**config.mk**
```make
export PLATFORM = sky130hd
export DESIGN_NAME = proc_control_unit_flat
export DESIGN_NICKNAME = d
export VERILOG_FILES = /design/src/rtl/proc_control_unit_if.sv /design/src/rtl/proc_control_unit.sv /design/src/flat_wrapper.sv
export SDC_FILE = /design/constraint.sdc
export NUM_CORES = 1
export LEC_CHECK = 0
export BUFFER_PORTS_ARGS = -buffer_cell sky130_fd_sc_hd__buf_2
export CAP_MARGIN = 20
export CORE_MARGIN = 1.5
export CORE_UTILIZATION = 54
export DETAILED_ROUTE_END_ITERATION = 10
export PLACE_DENSITY = 0.8
export REMOVE_ABC_BUFFERS = 1
export SYNTH_ARGS = -nofsm -noshare
export SYNTH_HDL_FRONTEND = slang
export SYNTH_SLANG_ARGS = --single-unit
```
**constraint.sdc**
```tcl
create_clock -name Clock -period 3.65 [get_ports Clock]
set_clock_uncertainty 0.2 [all_clocks]
set_input_delay 0.9125 -clock Clock [delete_from_list [all_inputs] [get_ports Clock]]
set_output_delay 0.9125 -clock Clock [all_outputs]
set_load 0.01 [all_outputs]
```
**src/rtl/proc_control_unit_if.sv**
```systemverilog
// Control-unit bus: start request and instruction in, datapath steering out.
// Macro PROC_CTRL_MVNZ_EN (see proc_control_unit) changes how GNZ is used.
// Ports (master = control unit, slave = datapath/sequencer side):
//   Run        start request, sampled only in T0
//   IR_in      9-bit instruction word (III XXX YYY)
//   GNZ        G register non-zero flag
//   Control    10-bit one-hot bus-mux select (bit 9-k = Rk, bit 1 = DIN, bit 0 = G)
//   Rin        register-file write enables, bit k = Rk
//   Ain/Gin    A and G register loads
//   IRin       IR load strobe
//   AddSub     ALU mode, 0 add / 1 sub
//   Done       pulse in the final cycle of an instruction
//   InstrCount instructions completed since reset
interface proc_control_unit_if #(
  parameter int unsigned CNT_W = 16
);
  logic             Run;
  logic [8:0]       IR_in;
  logic             GNZ;
  logic [9:0]       Control;
  logic [7:0]       Rin;
  logic             Ain;
  logic             Gin;
  logic             IRin;
  logic             AddSub;
  logic             Done;
  logic [CNT_W-1:0] InstrCount;

  modport master (
    input  Run, IR_in, GNZ,
    output Control, Rin, Ain, Gin, IRin, AddSub, Done, InstrCount
  );

  modport slave (
    output Run, IR_in, GNZ,
    input  Control, Rin, Ain, Gin, IRin, AddSub, Done, InstrCount
  );
endinterface

```
**src/rtl/proc_control_unit.sv**
```systemverilog
// Instruction-sequencing FSM for the simple 16-bit processor. Fetches one
// 9-bit instruction per Run request and steers the 10:1 bus mux, register
// loads and ALU mode over 2 (mv/mvi/illegal) or 4 (add/sub) cycles.
// Ports:
//   Clock   rising-edge clock
//   Resetn  synchronous active-low reset; also forces all outputs to 0
//   bus     proc_control_unit_if.master (Run/IR_in/GNZ in, steering out)
// Optional feature: define PROC_CTRL_MVNZ_EN to make opcode 100 a
// conditional move (mvnz) on GNZ; otherwise opcode 100 is illegal.
module proc_control_unit #(
  parameter int unsigned CNT_W = 16
) (
  input  logic                   Clock,
  input  logic                   Resetn,
  proc_control_unit_if.master    bus
);

  localparam int unsigned SEL_W = 10;
  localparam int unsigned REG_N = 8;
  localparam int unsigned IR_W  = 9;

  localparam logic [2:0] OP_MV   = 3'b000;
  localparam logic [2:0] OP_MVI  = 3'b001;
  localparam logic [2:0] OP_ADD  = 3'b010;
  localparam logic [2:0] OP_SUB  = 3'b011;
`ifdef PROC_CTRL_MVNZ_EN
  localparam logic [2:0] OP_MVNZ = 3'b100;
`endif

  localparam logic [SEL_W-1:0] SEL_DIN = SEL_W'(2);
  localparam logic [SEL_W-1:0] SEL_G   = SEL_W'(1);

  typedef enum logic [1:0] {
    T0 = 2'd0,
    T1 = 2'd1,
    T2 = 2'd2,
    T3 = 2'd3
  } state_t;

  state_t           state;
  logic [IR_W-1:0]  ir;
  logic [CNT_W-1:0] count;

  logic [2:0] opc;
  logic [2:0] rx;
  logic [2:0] ry;

  logic [SEL_W-1:0] control_c;
  logic [REG_N-1:0] rin_c;
  logic             ain_c;
  logic             gin_c;
  logic             irin_c;
  logic             addsub_c;
  logic             done_c;

  assign opc = ir[8:6];
  assign rx  = ir[5:3];
  assign ry  = ir[2:0];

  // Bus-mux select for register Rk lives at bit 9-k.
  function automatic logic [SEL_W-1:0] sel_reg(input logic [2:0] k);
    sel_reg = SEL_W'(SEL_W'(512) >> k);
  endfunction

  function automatic logic [REG_N-1:0] wen_reg(input logic [2:0] k);
    wen_reg = REG_N'(REG_N'(1) << k);
  endfunction

  // State, instruction register and completed-instruction counter.
  always_ff @(posedge Clock) begin
    if (!Resetn) begin
      state <= T0;
      ir    <= '0;
      count <= '0;
    end else begin
      unique case (state)
        T0: begin
          if (bus.Run) begin
            ir    <= bus.IR_in;
            state <= T1;
          end
        end
        T1: begin
          if (opc == OP_ADD || opc == OP_SUB) begin
            state <= T2;
          end else begin
            state <= T0;
          end
        end
        T2:      state <= T3;
        default: state <= T0;
      endcase
      if (done_c) begin
        count <= CNT_W'(count + CNT_W'(1));
      end
    end
  end

  // Per-state steering decode from state and the captured instruction.
  always_comb begin
    control_c = '0;
    rin_c     = '0;
    ain_c     = 1'b0;
    gin_c     = 1'b0;
    irin_c    = 1'b0;
    addsub_c  = 1'b0;
    done_c    = 1'b0;
    unique case (state)
      T0: begin
        if (bus.Run) begin
          irin_c    = 1'b1;
          control_c = SEL_DIN;
        end
      end
      T1: begin
        unique case (opc)
          OP_MV: begin
            control_c = sel_reg(ry);
            rin_c     = wen_reg(rx);
            done_c    = 1'b1;
          end
          OP_MVI: begin
            control_c = SEL_DIN;
            rin_c     = wen_reg(rx);
            done_c    = 1'b1;
          end
          OP_ADD, OP_SUB: begin
            control_c = sel_reg(rx);
            ain_c     = 1'b1;
          end
`ifdef PROC_CTRL_MVNZ_EN
          OP_MVNZ: begin
            done_c = 1'b1;
            if (bus.GNZ) begin
              control_c = sel_reg(ry);
              rin_c     = wen_reg(rx);
            end
          end
`endif
          default: begin
            done_c = 1'b1;
          end
        endcase
      end
      T2: begin
        control_c = sel_reg(ry);
        gin_c     = 1'b1;
        addsub_c  = (opc == OP_SUB);
      end
      default: begin
        control_c = SEL_G;
        rin_c     = wen_reg(rx);
        addsub_c  = (opc == OP_SUB);
        done_c    = 1'b1;
      end
    endcase
  end

`ifndef PROC_CTRL_MVNZ_EN
  logic unused_gnz;
  assign unused_gnz = bus.GNZ;
`endif

  // Reset forces every output low so an aborted instruction writes nothing.
  assign bus.Control    = Resetn ? control_c : '0;
  assign bus.Rin        = Resetn ? rin_c     : '0;
  assign bus.Ain        = Resetn & ain_c;
  assign bus.Gin        = Resetn & gin_c;
  assign bus.IRin       = Resetn & irin_c;
  assign bus.AddSub     = Resetn & addsub_c;
  assign bus.Done       = Resetn & done_c;
  assign bus.InstrCount = Resetn ? count : '0;

endmodule
```
**src/flat_wrapper.sv**
```systemverilog
// flat-port wrapper written by rule: the top's interface ports become plain ports
module proc_control_unit_flat 
#(
  parameter int unsigned CNT_W = 16
)
  (Clock, Resetn, bus_Run, bus_IR_in, bus_GNZ, bus_Control, bus_Rin, bus_Ain, bus_Gin, bus_IRin, bus_AddSub, bus_Done, bus_InstrCount);
  proc_control_unit_if #(.CNT_W(CNT_W)) bus_i ();
  input  logic Clock;
  input  logic Resetn;
  input wire logic [$bits(bus_i.Run)-1:0] bus_Run;
  input wire logic [$bits(bus_i.IR_in)-1:0] bus_IR_in;
  input wire logic [$bits(bus_i.GNZ)-1:0] bus_GNZ;
  output wire logic [$bits(bus_i.Control)-1:0] bus_Control;
  output wire logic [$bits(bus_i.Rin)-1:0] bus_Rin;
  output wire logic [$bits(bus_i.Ain)-1:0] bus_Ain;
  output wire logic [$bits(bus_i.Gin)-1:0] bus_Gin;
  output wire logic [$bits(bus_i.IRin)-1:0] bus_IRin;
  output wire logic [$bits(bus_i.AddSub)-1:0] bus_AddSub;
  output wire logic [$bits(bus_i.Done)-1:0] bus_Done;
  output wire logic [$bits(bus_i.InstrCount)-1:0] bus_InstrCount;
  assign bus_i.Run = bus_Run;
  assign bus_i.IR_in = bus_IR_in;
  assign bus_i.GNZ = bus_GNZ;
  assign bus_Control = bus_i.Control;
  assign bus_Rin = bus_i.Rin;
  assign bus_Ain = bus_i.Ain;
  assign bus_Gin = bus_i.Gin;
  assign bus_IRin = bus_i.IRin;
  assign bus_AddSub = bus_i.AddSub;
  assign bus_Done = bus_i.Done;
  assign bus_InstrCount = bus_i.InstrCount;
  proc_control_unit #(.CNT_W(CNT_W)) u_core (.Clock(Clock), .Resetn(Resetn), .bus(bus_i));
endmodule
```
==> run summary, run 1 <==
The run finished with clean final reports. The worst-case headroom to the max-slew limit is 0.693. The global-route wire length before repair is 5.91 mm. Yosys mapped a number of flops with a built-in enable equal to 0. The largest net degree at the start of global routing came out at 33. In the final timing run, aggregate negative setup slack is 0 ps. The final count of negative-setup-slack endpoints is 0. In this run the mean area of a mapped cell was 7.41 µm². In this design, the largest share of critical-path delay is due to simple AND/OR/NAND/NOR gates.

The most used flip-flop cell after synthesis is sky130_fd_sc_hd__dfxtp_1. The count of pins on the block boundary is 52. The layout cell share with drive strength beyond 1 is 0.241. The number of buffers created by CTS came out at 3. The portion of the post-synthesis area used by sequential elements is 0.338.

After synthesis, the most frequently instantiated cells are sky130_fd_sc_hd__nand2_1, sky130_fd_sc_hd__dfxtp_1, sky130_fd_sc_hd__nor2_1. The number of setup buffers added after CTS is 0. The worst setup path is captured at an output pin.

The number of buffers and inverters on the critical path is 1. In this run the horizontal extent of the chip is 57.4 µm. After the last flow step, the layout net total stands at 276. The total inserted antenna cells came out at 0. Among all stages on the critical path, the largest delay is contributed by sky130_fd_sc_hd__dfxtp_1. Setup repair after global routing left no endpoint under its margin. The overflow left after global routing came out at 0. The count of yosys warnings during synthesis came out at 0.

The number of maximum-capacitance violations came out at 0. The maximum achievable frequency is 0.297 GHz. The actual transition at the worst max-transition pin is 459 ps.

The summed instance area of the synthesized netlist came out at 0.00160 mm². The delay of the slowest critical-path stage is 630 ps. The worst path in the final design needs a cycle of 3360 ps, including I/O delays and setup. The detailed-router iteration count before antenna repair came out at 4. After technology mapping, the gate count stands at 216. The row count came out at 19.

The routed layout has 1652 vias. The largest total area in the synthesized netlist belongs to sky130_fd_sc_hd__dfxtp_1. After detailed routing, the total wire length is 3.58 mm. The total count of max-transition violations in the final report came out at 0. The clock sink total is 27.

Yosys mapped the design onto 37 distinct sky130hd cell types. The leakage power came out at 0.802 nW. The top fanout value on the critical path came out at 16. The startpoint of the most critical hold path is u_core.count[15]. The half-perimeter wire length after detailed placement is 2.58 mm. The area inside the core boundary came out at 0.00278 mm². The congestion estimate from routability-driven global placement came to 0.881.

The effective utilization at floorplan is 0.575. After the first detailed-routing iteration, the DRC count stood at 75. The number of gates given a new drive strength after cts came out at 0.

The most numerous cell type found on the critical path is sky130_fd_sc_hd__a21oi_1. The overall track demand over capacity in global routing is 0.221. The number of global-route vias before repair came out at 1372. The proportion of register bits with asynchronous set or reset after synthesis came out at 0. The final hold violation count came to 0. STA classifies the critical path startpoint as a flop. The area share of the largest cell type after synthesis came out at 0.338. The via count normalized by instance count is 5.66. For this design, the CTS-stage hold fixing added 0 buffers. The worst setup path is of the reg -> out kind.

The layout-stage area growth over the synthesis result is 17.1%. The total DRC errors in the routed layout came out at 0. The clock-pin slew on the worst setup and hold paths came out at 140 ps. For the worst setup path, the data required time is 2540 ps. In this run the clock root is driven by a sky130_fd_sc_hd__clkbuf_4. Sorting the synthesized cells by area gives the leading types as sky130_fd_sc_hd__dfxtp_1, sky130_fd_sc_hd__nand2_1, sky130_fd_sc_hd__a21oi_1. The critical path arrival came out at 2250 ps.

The critical path startpoint is u_core.state[0]. The port buffer count is 50. The deepest level of the CTS H-tree came out at 1.

Counting flops and latches in the post-synthesis netlist gives 27. The worst ir drop on vdd is 0.222 mV. Counting along the longest clock path gives a buffer depth of 2. The worst register-to-register path begins at u_core.state[1]. Once detail routing completed, the nets flagged for antenna violations numbered 0. The final worst-path cycle share is 0.921. Dividing total power by cell area gives a power density of 283 mW/mm².

The most frequently used cell type in the post-synthesis netlist is sky130_fd_sc_hd__nand2_1. The signal on the critical path passes through nor2b_1, a21oi_1, or4b_2, a21oi_1, buf_2. For the worst-skew pair, the clock arrives at the later sink with an insertion delay of 320 ps. In this run the worst hold path is classified as reg -> reg. The average wire per cell in the routed design came out at 12.2 µm. The number of antenna violations at the first check in global routing is 0. TritonCTS built the clock tree. The chip height is 57.4 µm. The overall power after layout is 0.531 mW.

The die covers 0.00330 mm².
[layer usage]
layer | track usage | wire (µm)
met1 | 0.286 | 1620
met2 | 0.370 | 1660
met3 | 0.0227 | 224
met4 | 0.103 | 73
met5 | 0 | 0
[kinds of logic (layout without fill, tap and decap cells)]
kind of cell,Yosys count,count (layout),synth area share
AO/OA/AOI/OAI,40,40,0.153
AND/OR/NAND/NOR,122,122,0.406
XOR/XNOR,8,8,0.0438
adder cells (fa/ha/maj),1,1,0.00782
buffers and inverters,18,63,0.0516
flip-flops,27,27,0.338
[final cells by class]
type,instances,area [µm²]
multi-input combinational,171,977
tap,31,38.8
inverter,7,26.3
sequential,27,541
timing repair buffer,52,265
fill,263,907
clock buffer,4,26.3
[cells in the final DEF, fill, tap and decap left out, types with 3 or more instances in the layout]
cell type	count
sky130_fd_sc_hd__a21oi_1	21
sky130_fd_sc_hd__dfxtp_1	27
sky130_fd_sc_hd__xor2_1	5
sky130_fd_sc_hd__buf_2	50
sky130_fd_sc_hd__o31ai_1	4
sky130_fd_sc_hd__o21ai_0	5
sky130_fd_sc_hd__and3_1	4
sky130_fd_sc_hd__nor3b_1	3
sky130_fd_sc_hd__nand2b_1	4
sky130_fd_sc_hd__xnor2_1	3
sky130_fd_sc_hd__inv_1	7
sky130_fd_sc_hd__nand2_1	34
sky130_fd_sc_hd__or3_2	3
sky130_fd_sc_hd__nand4_1	3
sky130_fd_sc_hd__or4_1	7
sky130_fd_sc_hd__nor2_1	26
sky130_fd_sc_hd__clkbuf_4	3
sky130_fd_sc_hd__nand3_1	7
sky130_fd_sc_hd__and2_1	15
sky130_fd_sc_hd__o32ai_1	4
sky130_fd_sc_hd__nor3_1	5
[metrics by stage]
step	worst slack [ps]	cells	cell area, µm²	hold WS (ps)	util
after floorplan	602	205	1540	247	-
after global placement	425	288	1850	262	0.664
after detailed placement	402	288	1850	268	0.664
after CTS	319	292	1870	289	0.674
after global routing	141	292	1870	323	0.674
final	287	292	1870	287	0.674
[final timing paths]
check	end	slack, ps	cells after the start
max reg2reg	u_core.count[12]	1570	4
max	bus_Control[8]	290	5
min reg2reg	u_core.count[15]	290	2
min	u_core.count[15]	290	2
[flip-flops by register name, summed over array words and instances (netlist names)]
name	cells
u_core.ir	9
u_core.state	2
u_core.count	16
[where the power goes]
| group | internal [mW] | total, mW | switching [mW] |
|---|---|---|---|
| Combinational | 0.0309 | 0.0791 | 0.0482 |
| Clock | 0.0428 | 0.129 | 0.0864 |
| Sequential | 0.305 | 0.323 | 0.0177 |
| Total | 0.379 | 0.531 | 0.152 |
[tightest hold or removal path, stage by stage (launching register included)]
cell	delay [ps]
sky130_fd_sc_hd__dfxtp_1	340
sky130_fd_sc_hd__o31ai_1	60
sky130_fd_sc_hd__a21oi_1	50
Note: power is estimated with default switching activity, not from simulation.
==> inputs of run 2 (changes only) <==
CELL_PAD_IN_SITES_DETAIL_PLACEMENT = 1   (was not set)
CELL_PAD_IN_SITES_GLOBAL_PLACEMENT = 2   (was not set)
CORE_UTILIZATION = 29   (was 54)
PLACE_DENSITY = 0.79   (was 0.8)
==> run 2 against run 1 <==
Against the previous run: combinational power grew 9.6%; wire length is 27% higher; maximum frequency is 4.4% higher; clock power increased by 36%; first-iteration DRC count shrank 43%; sequential share of layout area is 1.2 points lower; sequential power barely moved; final cell count increased by 14%; critical endpoint unchanged; largest power group unchanged; highest routed layer unchanged.
==> run summary, run 2 (same netlist as run 1, synthesis figures left out) <==
The number of buffers added to fix hold violations after cts came out at 0. The CTS tree is done. During I/O placement, the number of pins put on the boundary was 52.

The critical path arrival came out at 2110 ps. The largest registers in the layout are u_core.count x16, u_core.ir x9, u_core.state x2. The largest net degree at the start of global routing came out at 33. The detail route stage leaves a number of antenna-violating nets equal to 0.

The min-delay analysis places its worst path in the category reg -> reg. The average wire per cell in the routed design came out at 13.7 µm. The total count of max-transition violations in the final report came out at 0. For the final routed database, the setup TNS stands at 0 ps. Across the run, the number of max-cap violations was 0. VDD sags by at most 0.122 mV. The pre-CTS worst setup slack came out at 455 ps. In the layout the commonest cells are sky130_fd_sc_hd__buf_2, sky130_fd_sc_hd__nand2_1, sky130_fd_sc_hd__dfxtp_1. The clock tree buffer depth came out at 2.

The cell at the root of the clock tree is sky130_fd_sc_hd__clkbuf_8. Relative to the synthesized area, the layout overhead comes to 22.0%. Measured along the y axis, the die boundary spans 77.3 µm. The via total after detailed routing came out at 1650. The overflow left after global routing is 0. The final worst-path cycle share is 0.883. The leakage power is 0.814 nW. The top fanout value on the critical path came out at 13. STA classifies the critical path endpoint as an output pin.

Once routing completed, OpenROAD measured the worst setup slack at 428 ps. The number of setup buffers added after CTS came out at 0. The x dimension of the die came out at 77.3 µm. The congestion estimate from routability-driven global placement came to 0.811. The row count is 26. CTS built an H-tree with a depth of 1.

The number of design-rule violations left by the first detailed-router iteration is 43. Leaving out fill and tap cells, the most frequent cell in the layout is sky130_fd_sc_hd__buf_2. The final cell count without fillers is 332. The worst register-to-register path ends at u_core.count[14]. Setup violations remaining at the end of the flow were counted as 0.

The worst hold path begins at u_core.count[15]. The worst hold path terminates at u_core.count[15]. The routed design has 4.54 mm of wire. The worst register-to-register path has a depth of 4. Setup repair after global routing left no endpoint under its margin. The critical path startpoint is u_core.state[1]. The effective utilization at floorplan is 0.307. The layout cell share with drive strength beyond 1 came out at 0.248.

For this run, the post-layout net count is 277. Walking the worst path, the cells encountered are nor2b_1, a21oi_1, or4b_2, a21oi_1, buf_2. For this run, the slowest stage of the critical path takes 620 ps. The time the worst path needs with I/O delays and setup is 3220 ps.

The flop-to-flop setup slack is 1500 ps. Counting the buffers created by CTS gives 3. The total DRC errors in the routed layout is 0. The clock-pin slew on the worst setup and hold paths came out at 100 ps. The number of gates given a new drive strength after cts came out at 0. The via count normalized by instance count came out at 4.97. The detailed-router iteration count before antenna repair came out at 4. The clock reaches the later pin of the worst-skew pair after 270 ps. Input and output buffers added on the ports amount to 50. The maximum achievable frequency is 0.310 GHz. The overall track demand over capacity in global routing is 0.158. The most numerous cell type found on the critical path is sky130_fd_sc_hd__a21oi_1. The number of instances on the worst hold path is 2. The number of global-route vias before repair is 1684. The die footprint is 0.00597 mm².

The startpoint identified for the worst register-to-register timing path is u_core.state[1]. Counting flops per register, the top entry is u_core.count. The slowest stage cell on the critical path is sky130_fd_sc_hd__or4b_2. The worst setup path is launched from a flop. The critical path in this run is classified as reg -> out.

The number of antenna violations at the first check in global routing came out at 0. The first global-routing pass estimated 7.82 mm of wire. The worst-case headroom to the max-slew limit came out at 0.721.

The half-perimeter wire length after detailed placement came out at 3.34 mm. The total inserted antenna cells is 0. The area inside the core boundary is 0.00520 mm². Dividing total power by cell area gives a power density of 298 mW/mm². The register with the most flip-flops in the layout has 16 of them. The required time of the worst setup path is 2540 ps. The final hold violation count is 0. The post-placement cell count came out at 328.

The clock sink total came out at 27. The run finished with clean final reports. For the pin with the worst max-slew slack, the measured transition is 418 ps.
-- run 2: cell type report --
cell class	instances	area [µm²]
Clock buffer	3	41.3
Clock inverter	1	7.51
Fill cell	698	3250
Inverter	7	26.3
Multi-Input combinational cell	171	977
Sequential cell	27	541
Tap cell	70	87.6
Timing Repair Buffer	53	273
-- run 2: critical path: cells and delay by family, from the launching register on --
| kind | cells | cell delay (ps) |
|---|---|---|
| AND/OR/NAND/NOR | 2 | 810 |
| buffers and inverters | 1 | 170 |
| flip-flops | 1 | 580 |
| AO/OA/AOI/OAI | 2 | 270 |
-- run 2: worst max-delay path by stage --
stage,endpoint,slack (ps),cells past startpoint
floorplan,bus_Control[7],600,3
global placement,bus_Control[3],490,7
detailed placement,bus_Control[3],460,6
CTS,bus_Control[8],400,5
global route,bus_Control[8],320,5
finish,bus_Control[8],430,5
-- run 2: power by group --
group / switching [mW] / internal [mW] / total [mW]
logic: 0.0546 / 0.0321 / 0.0867
registers: 0.0160 / 0.305 / 0.321
clock network: 0.0974 / 0.0776 / 0.175
total: 0.168 / 0.414 / 0.582
-- run 2: per-stage QoR --
stage | total power, mW | hold WS [ps] | cell area [µm²] | utilization
global placement | 0.414 | 265 | 1900 | 0.366
CTS | 0.593 | 296 | 1950 | 0.375
global route | 0.620 | 340 | 1950 | 0.375
finish | 0.582 | 287 | 1950 | 0.375
detailed placement | 0.416 | 281 | 1900 | 0.366
floorplan | 0.376 | 247 | 1540 | -
-- run 2: routing by layer --
metal | share of wire | track usage | vias to the layer above
met5 | 0 | 0 | -
met4 | 0.0079 | 0.0273 | 0
met3 | 0.042 | 0.0250 | 4
met2 | 0.47 | 0.284 | 33
met1 | 0.48 | 0.200 | 773
li1 | - | - | 840
==> inputs of run 3 (changes only) <==
ABC_AREA = 1   (was not set)
CORE_UTILIZATION = 28   (was 29)
PLACE_DENSITY = not set   (was 0.79)
PLACE_DENSITY_LB_ADDON = 0.1   (was not set)
==> run 3 against run 2 <==
Against the previous run: highest routed layer unchanged; combinational power rose by 31%; critical path depth rose by 1; final cell count increased by 23%; synthesized area up 8.8%; die area grew 12%; wire length up 7.9%; cell area increased by 7.1%; first-iteration DRC count decreased by 26%; sequential power up 2%.
==> run summary, run 3 <==
Entering global routing, the biggest net connects 35 pins. Setup violations remaining at the end of the flow were counted as 0. The required time of the worst setup path came out at 2540 ps. Adding up every negative setup slack in the final design gives 0 ps. The final hold violation count is 0.

The worst setup path is captured at an output pin. The count of distinct cell types in the synthesized netlist is 28. The number of antenna violations at the first check in global routing is 0.

The overall track demand over capacity in global routing is 0.154. The commonest cells after synthesis are sky130_fd_sc_hd__nand2_1, sky130_fd_sc_hd__inv_1, sky130_fd_sc_hd__nor2_1. The total inserted antenna cells is 0. The gate count after technology mapping came out at 286. The actual transition at the worst max-transition pin came out at 420 ps. The port buffer count is 50. The count of yosys warnings during synthesis came out at 0. At the worst endpoint, the arrival time is 1970 ps. The clock latency on the worst-skew pair is 280 ps. The most used flip-flop cell after synthesis is sky130_fd_sc_hd__dfxtp_1. The number of maximum-capacitance violations is 0. The global-route met3 utilization came out at 0.0200. In this run, synthesis inferred 0 flip-flops with an integrated enable. The number of setup buffers added after CTS is 0. The via total after detailed routing is 1905. The relative contribution of the clock network to total power is 0.285. The power density relative to cell area is 294 mW/mm². The met1 track demand over resource came out at 0.183. After global routing, the most crowded layer is met2. The average wire per cell in the routed design came out at 12.0 µm. The startpoint identified for the worst register-to-register timing path is u_core.ir[8].

Tracing the worst setup path back leads to its startpoint at Resetn. The share of synthesized area in the top cell type comes to 0.310. The worst ir drop on vdd is 0.117 mV. The area inside the core boundary is 0.00596 mm². The net switching power came out at 0.195 mW. The summed instance area of the synthesized netlist is 0.00174 mm². The average instance in the mapped netlist occupies 6.09 µm².

Overall power consumption after layout is estimated at 0.616 mW. In the final design database the tool counted 347 nets. The largest registers in the layout are u_core.count x16, u_core.ir x9, u_core.state x2. The register with the most flip-flops in the layout has 16 of them. The count of pins on the block boundary came out at 52. The top cell types in the final layout, fill and taps aside, are sky130_fd_sc_hd__nand2_1, sky130_fd_sc_hd__buf_2, sky130_fd_sc_hd__inv_1. The internal power summed over all cells came out at 0.421 mW. Yosys instantiated no cell more often than sky130_fd_sc_hd__nand2_1. Leaving out fill and tap cells, the most frequent cell in the layout is sky130_fd_sc_hd__nand2_1. In this run the core area contains 28 standard-cell rows. For this configuration, the core starts out at a cell density of 0.292. The global-route wire length before repair is 8.14 mm. The count of nets left with antenna violations after detail routing came out at 0. The x dimension of the die is 81.9 µm. The nature of the critical path startpoint is a primary input.

Measured along the y axis, the die boundary spans 81.9 µm. Measured on the finished design, the core utilization comes to 0.351. Counting every sink on the clock net gives 27. The layout cell share with drive strength beyond 1 is 0.214.

Routability-driven placement finished with a final weighted congestion of 0.697. The maximum achievable frequency is 0.324 GHz. The number of design-rule violations left by the first detailed-router iteration is 32.

The post-synthesis register bit count is 27. The proportion of power drawn by combinational gates is 0.186. The overflow left after global routing came out at 0. The analysis attributes to cell leakage a power of 1.03 nW. The time the worst path needs with I/O delays and setup came out at 3090 ps. The final worst-path cycle share came out at 0.845. The clock-pin slew on the worst setup and hold paths is 100 ps. u_core.count holds more flip-flops than any other register.

The die footprint came out at 0.00670 mm². The path class of the tightest hold or removal check is reg -> reg. The flow ran to the end, and the final reports show no timing, DRC or antenna violations. Headroom to the max-slew limit came out at 0.718. The number of global-route vias before repair came to 1796. The deepest level of the CTS H-tree is 1.

Before antenna repair, the detailed router went through 4 iterations. The total count of max-transition violations in the final report is 0. The cell type with the largest total area after synthesis is sky130_fd_sc_hd__dfxtp_1.

The number of gates given a new drive strength after cts is 0. The root buffer cell chosen for the clock tree is sky130_fd_sc_hd__clkbuf_8. The layout-stage area growth over the synthesis result came out at 20.1%. The top fanout value on the critical path came out at 17. The number of buffers added to fix hold violations after cts came out at 0. The routed design has 4.90 mm of wire. The global-route met2 utilization came out at 0.284. Clock tree synthesis inserted a total of 3 buffers. The via count normalized by instance count came out at 4.68. The half-perimeter wire length after detailed placement is 3.82 mm.

After detailed routing, the number of remaining DRC violations is 0. The proportion of register bits with asynchronous set or reset after synthesis is 0. The clock tree buffer depth is 2.

Setup repair after global routing left no endpoint under its margin. Ranked by total cell area, the synthesized netlist is headed by sky130_fd_sc_hd__dfxtp_1, sky130_fd_sc_hd__nand2_1, sky130_fd_sc_hd__inv_1. The portion of the post-synthesis area used by sequential elements is 0.310. The switching share of power came out at 0.316. Of the total power, registers draw 0.530. The CTS tree is done.

The type of the worst setup path is in -> out. In this run the most critical hold path is launched from u_core.count[5].
## run 3: worst paths after layout
| path | endpoint | slack (ps) | cells after the start |
|---|---|---|---|
| min reg2reg | u_core.count[5] | 300 | 2 |
| min | u_core.count[5] | 300 | 2 |
| max | bus_Rin[1] | 560 | 6 |
| max reg2reg | u_core.count[5] | 1910 | 9 |
## run 3: layer usage
layer  routed length (µm)  up-vias
met3                  191        5
met1                 2320      855
met4                   57        0
met5                    0        -
met2                 2330       31
li1                     -     1014
## run 3: area by class of cell
| cell class | instances | area (µm²) |
|---|---|---|
| Fill cell | 826 | 3860 |
| Multi-Input combinational cell | 199 | 955 |
| Sequential cell | 27 | 541 |
| Timing Repair Buffer | 53 | 273 |
| Inverter | 49 | 184 |
| Tap cell | 75 | 93.8 |
| Clock buffer | 3 | 41.3 |
| Clock inverter | 1 | 5.00 |
## run 3: cells by family (layout without fill, tap and decap cells)
kind of cell	count (synthesis)	in the layout	synth area share
AND/OR/NAND/NOR	149	149	0.386
buffers and inverters	60	106	0.142
flip-flops	27	27	0.310
AO/OA/AOI/OAI	49	49	0.155
adder cells (fa/ha/maj)	1	1	0.00718
## run 3: stage by stage
step | setup WS [ps] | area (µm²) | hold slack, ps | instances
global route | 448 | 2090 | 349 | 407
global placement | 576 | 2050 | 290 | 403
CTS | 543 | 2090 | 309 | 407
detailed placement | 540 | 2050 | 294 | 403
floorplan | 764 | 1680 | 262 | 275
finish | 564 | 2090 | 302 | 407
## run 3: power groups by stage
stage                     combinational [mW]  clock, mW  sequential (mW)
after floorplan                       0.0733          0            0.329
after detailed placement               0.117          0            0.333
after CTS                              0.117      0.188            0.326
after global routing                   0.130      0.197            0.329
final                                  0.114      0.175            0.326
after global placement                 0.115          0            0.333
## run 3: worst max-delay path, stage by stage
cell,delay [ps]
sky130_fd_sc_hd__buf_2,110
sky130_fd_sc_hd__inv_2,250
sky130_fd_sc_hd__nor2_1,140
sky130_fd_sc_hd__nor2_2,330
sky130_fd_sc_hd__nor4_1,80
sky130_fd_sc_hd__buf_2,150
